**src/rtl/rv_pkg.sv**
```systemverilog
// Shared RV32 definitions: base opcodes, the canonical NOP and fetch FSM states.
package rv_pkg;

    localparam int XLEN_DEFAULT = 32;

    localparam logic [6:0] OPC_LOAD   = 7'h03;
    localparam logic [6:0] OPC_OP_IMM = 7'h13;
    localparam logic [6:0] OPC_AUIPC  = 7'h17;
    localparam logic [6:0] OPC_STORE  = 7'h23;
    localparam logic [6:0] OPC_OP     = 7'h33;
    localparam logic [6:0] OPC_LUI    = 7'h37;
    localparam logic [6:0] OPC_BRANCH = 7'h63;
    localparam logic [6:0] OPC_JALR   = 7'h67;
    localparam logic [6:0] OPC_JAL    = 7'h6F;

    // addi x0, x0, 0
    localparam logic [31:0] NOP_INSTR = 32'h0000_0013;

    typedef enum logic [1:0] {
        FETCH,
        WAIT,
        HOLD
    } fetch_state_t;

endpackage

```
**src/rtl/fetch_unit.sv**
```systemverilog
// Instruction fetch stage: one outstanding request, an instruction register
// feeding the decoder, and redirect handling with stale-response killing.
module fetch_unit
    import rv_pkg::*;
#(
    parameter int              XLEN     = XLEN_DEFAULT,
    parameter logic [XLEN-1:0] RESET_PC = '0
) (
    input  logic            clk,
    input  logic            reset,
    output logic            imem_req,
    output logic [XLEN-1:0] imem_addr,
    input  logic            imem_rvalid,
    input  logic [31:0]     imem_rdata,
    input  logic            stall,
    input  logic            incr,
    input  logic            redirect_valid,
    input  logic [XLEN-1:0] redirect_pc,
    output logic            instr_valid,
    output logic [31:0]     instr,
    output logic [XLEN-1:0] pc,
    output logic [6:0]      opcode,
    output logic [2:0]      funct3,
    output logic [6:0]      funct7,
    output logic [4:0]      rd,
    output logic [4:0]      rs1,
    output logic [4:0]      rs2,
    output logic            fetch_misalign
);

    fetch_state_t state;
    fetch_state_t state_next;
    logic         kill;

    assign imem_addr = pc;

    assign opcode = instr[6:0];
    assign rd     = instr[11:7];
    assign funct3 = instr[14:12];
    assign rs1    = instr[19:15];
    assign rs2    = instr[24:20];
    assign funct7 = instr[31:25];

    always_comb begin
        state_next = state;
        imem_req   = 1'b0;
        case (state)
            FETCH: begin
                imem_req   = !reset;
                state_next = WAIT;
            end
            WAIT: begin
                if (imem_rvalid)
                    state_next = (redirect_valid || kill) ? FETCH : HOLD;
            end
            HOLD: begin
                if (redirect_valid || !stall)
                    state_next = FETCH;
            end
            default: state_next = FETCH;
        endcase
    end

    always_ff @(posedge clk) begin
        if (reset) begin
            state          <= FETCH;
            pc             <= RESET_PC;
            kill           <= 1'b0;
            instr_valid    <= 1'b0;
            instr          <= NOP_INSTR;
            fetch_misalign <= 1'b0;
        end else begin
            state          <= state_next;
            fetch_misalign <= redirect_valid && (redirect_pc[1:0] != 2'b00);
            if (redirect_valid) begin
                // A request in flight (issued now, or still unanswered) belongs to the old path.
                pc          <= {redirect_pc[XLEN-1:2], 2'b00};
                instr_valid <= 1'b0;
                kill        <= (state == FETCH) || ((state == WAIT) && !imem_rvalid);
            end else begin
                case (state)
                    WAIT: begin
                        if (imem_rvalid) begin
                            if (kill) begin
                                kill <= 1'b0;
                            end else begin
                                instr       <= imem_rdata;
                                instr_valid <= 1'b1;
                            end
                        end
                    end
                    HOLD: begin
                        if (!stall) begin
                            pc          <= incr ? pc + XLEN'(4) : pc;
                            instr_valid <= 1'b0;
                        end
                    end
                    default: ;
                endcase
            end
        end
    end

endmodule

```
**config.mk**
```make
export PLATFORM = sky130hd
export DESIGN_NAME = fetch_unit
export DESIGN_NICKNAME = d
export VERILOG_FILES = /design/src/rtl/rv_pkg.sv /design/src/rtl/fetch_unit.sv
export SDC_FILE = /design/constraint.sdc
export NUM_CORES = 1
export LEC_CHECK = 0
export CAP_MARGIN = 15
export CORE_MARGIN = 10
export CORE_UTILIZATION = 40
export CTS_BUF_LIST = sky130_fd_sc_hd__clkbuf_16
export DETAILED_ROUTE_END_ITERATION = 6
export PLACE_DENSITY = 0.82
export SYNTH_ARGS = -nofsm -noshare
export SYNTH_HDL_FRONTEND = slang
export SYNTH_SLANG_ARGS = --single-unit
```
**constraint.sdc**
```tcl
create_clock -name clk -period 2.7 [get_ports clk]
set_clock_uncertainty 0.15 [all_clocks]
set_input_delay 0.27 -clock clk [delete_from_list [all_inputs] [get_ports clk]]
set_output_delay 0.27 -clock clk [all_outputs]
set_load 0.01 [all_outputs]
```
==> results.txt, run 1 <==
The later pin in the worst-skew pair is clocked with a latency of approximately 330 ps. The die outline height came out at roughly 120 µm. The achievable frequency is about 0.42 GHz. The hold slack came out at 209.8 ps. After detailed routing, no signal wire sits above met4. The ratio of routed vias to standard cells is ~5.5. The total detailed-routing wirelength came out at ~14,000 µm.

The largest net degree at the start of global routing came out at 33. The worst-case clock buffer depth came out at 2. Of the synthesized area, sequential elements account for 0.3571. The number of antenna violations at the first check in global routing came out at 0. The number of global-route vias before repair came out at around 4,000. The sum of negative setup slack came out at 0 ps. The worst endpoint data arrival time is 2480 ps. Hold repair after CTS inserted 0 buffers.

The share of synthesized registers carrying an async set or reset is 0. The critical path endpoint category is a flip-flop. The worst vdd rail ir drop is between 300 and 400 µV.

The root buffer cell chosen for the clock tree is clkbuf_16. The antenna diode instance count came out at 0. After technology mapping, the gate count stands at ~480. The post-synthesis instance area is approximately 3800 µm². For this run, design rule violations remaining after detail routing come to 0. The total met3 wirelength after detailed routing is around 1400 µm. Summing over every cut layer, the via total after detailed routing is 3,980. The summed area of non-filler cells in the final layout came out at approximately 5600 µm². The number of enable flip-flop cells after synthesis is 0. The number of standard cells in the layout, taps in and fillers out is 721. The number of DRC markers in iteration 0 came out at 373. The global-route wire length before repair is roughly 21,000 µm.

The initial utilization of the core area, before any placement, comes to 0.4084. The flip-flop and latch count after synthesis is 67. The number of standard-cell rows in the floorplan came out at 35. The run finished with clean final reports. about 200 I/O pins were placed.

Clock-pin slew was measured on the worst setup and hold paths at approximately 60 ps. The tool flagged a number of max-cap violations equal to 0. The transition at the pin with the smallest max-transition slack came out at between 500 and 600 ps. Summing internal, switching and leakage power gives 2.659 mW. The region available for standard cell placement spans ~9000 µm².

The final-report max-slew violation count is 0. Of the cells placed in the final design, the portion with a size suffix greater than 1 is 0.06721. The commonest non-fill, non-tap cell in the layout is clkdlybuf4s50_1. The type of origin of the critical path is a flip-flop. The floorplan step defined a die boundary enclosing about 14,000 µm².

The number of buffer cells added on primary ports came out at between 150 and 200. The critical path is of the flip-flop to flip-flop type. In the layout the commonest cells are 195 x clkdlybuf4s50_1, 80 x nand2_1, 67 x dfxtp_1. Setup repair after global routing left no endpoint under its margin. The number of buffers inserted during clock tree synthesis came out at 9. The wire length per cell came out at about 19 µm. The HPWL after detailed placement is 10,900 µm.

In this run the mean area of a mapped cell was about 7.9 µm². The die boundary width is 116.9 µm. TritonCTS built the clock tree. The number of cells upsized or downsized after cts came out at 0. The number of setup buffers added after CTS is 0. In this run the tightest slew margin relative to its limit is 0.6089. The total grt overflow is 0. The total cell area at the placement stage is between 5000 and 6000 µm².

The last weighted congestion value of the routability-driven placer is 0.8906. The instance count after placement with tap cells included is roughly 710. The met2 routed wirelength is a little under 7000 µm. The power density of the placed cells came out at about 470 nW/µm². The total number of H-tree levels came out at 3. The layout filler cell count is between 800 and 900. Among all flip-flop cells after synthesis, the most frequent one is dfxtp_1.

The static power due to leakage came out at just under 2 nW. The required arrival time at the worst endpoint is 2790 ps. Yosys printed 0 warnings.

The number of distinct library cells after synthesis is 53. The relative area change from synthesis to final layout is 50.00%. The critical-path maximum fanout is 11. The kind of path behind the tightest hold check is input pin to flip-flop. Clock tree synthesis found a total of 67 sinks.

The shortest clock period the worst path allows after layout is roughly 2400 ps. The all-layer global routing usage came out at 0.1950. The remaining antenna violation count after routing is 0.

The post-route fraction of the period consumed by the critical path is 0.8847. The number of detailed-route iterations in the first pass is 4. In the final routing, the length of wire on met1 measures 5365 µm. The total setup violations reported at the end of the flow is 0. The final-report hold violation count came to 0. The total number of nets in the final design is between 600 and 700.
power breakdown:
| group | leakage (nW) | internal, mW | switching [mW] | total (mW) |
|---|---|---|---|---|
| logic | 1.26 | 0.305 | 0.211 | 0.516 |
| registers | 0.550 | 1.04 | 0.0798 | 1.12 |
| clock network | 0.124 | 0.606 | 0.415 | 1.02 |
path summary, 6_finish.rpt:
kind         slack [ps]  depth (start not counted)          start       endpoint
max                 310                          4  imem_addr[15]  imem_addr[21]
min                 210                          2          reset      instr[21]
max reg2reg         310                          4  imem_addr[15]  imem_addr[21]
min reg2reg         320                          2      instr[30]      instr[30]
metrics by stage:
step	utilization	setup WS, ps
2_1_floorplan	-	482.0
3_3_place_gp	0.5845	324.1
4_1_cts	0.6127	379.5
6_report	0.6127	311.3
5_1_grt	0.6127	179.6
3_5_place_dp	0.5845	267.1
Yosys cell counts, types with 2 or more instances:
library cell	n	area [µm²]
a22oi_1	3	22.52
or2_1	2	12.51
xor2_1	4	35.03
a311oi_1	11	96.34
o22ai_1	2	12.51
nor3_1	6	30.03
buf_2	2	10.01
nand3b_1	4	30.03
buf_4	68	510.5
nor3b_1	4	30.03
nor2_1	27	101.4
dfxtp_1	67	1341
and4_1	9	78.83
o31ai_1	4	30.03
inv_1	4	15.01
or4_1	11	82.58
or3_1	6	37.54
o211ai_1	2	15.01
a311o_1	2	20.02
a21oi_1	35	175.2
o21ai_0	12	60.06
and3_1	2	12.51
xnor2_1	3	26.28
nand2_1	80	300.3
buf_1	3	11.26
nand3_1	21	105.1
clkbuf_1	24	90.09
a31oi_1	3	18.77
a211oi_1	9	67.56
nand4_1	9	56.30
nor4_1	7	43.79
nand4_2	3	37.54
a2111oi_0	3	26.28
and2_1	5	31.28
state kept, by name (all words and copies together), names as in the netlist:
| name | count |
|---|---|
| instr_valid | 1 |
| kill | 1 |
| fetch_misalign | 1 |
| instr | 32 |
| state | 2 |
| imem_addr | 30 |
cells by family (layout without fill, tap and decap cells):
family                   count (synthesis)  count (layout)  share of synthesized area
AND/OR/NAND/NOR                        205             205                     0.2905
flip-flops                              67              67                     0.3571
adder cells (fa/ha/maj)                  1               1                   0.003331
AO/OA/AOI/OAI                           93              93                     0.1612
XOR/XNOR                                 7               7                    0.01632
other                                    1               4                  0.0009984
buffers and inverters                  102             233                     0.1706
worst max-delay path, stage by stage (launching register included):
cell and delay, ps:
dfxtp_1 460, nand4_1 460, or4_4 660, or3_1 330, a311oi_1 250
metal layers:
metal	GRT usage	up-vias
met3	0.05708	21
met4	0.08072	0
met2	0.3442	193
met1	0.2137	1874
li1	-	1892
met5	0	-
area by class of cell:
cell class / count / area (µm²) / share of cell area
inverters: 5 / 18.77 / 0.003331
multi-input cells: 310 / 1792 / 0.3180
well taps: 111 / 138.9 / 0.02465
clock buffers: 9 / 225.2 / 0.03997
clock inverters: 6 / 33.78 / 0.005996
flip-flops and latches: 67 / 1341 / 0.2381
repair buffers: 213 / 2085 / 0.3700
Power figures use the tool's default switching activity.
==> run 2: changes to the inputs <==
- SLEW_MARGIN: unset -> 20
==> results of run 2 <==
No change in the layout: final DEF, timing and power equal those of run 1.
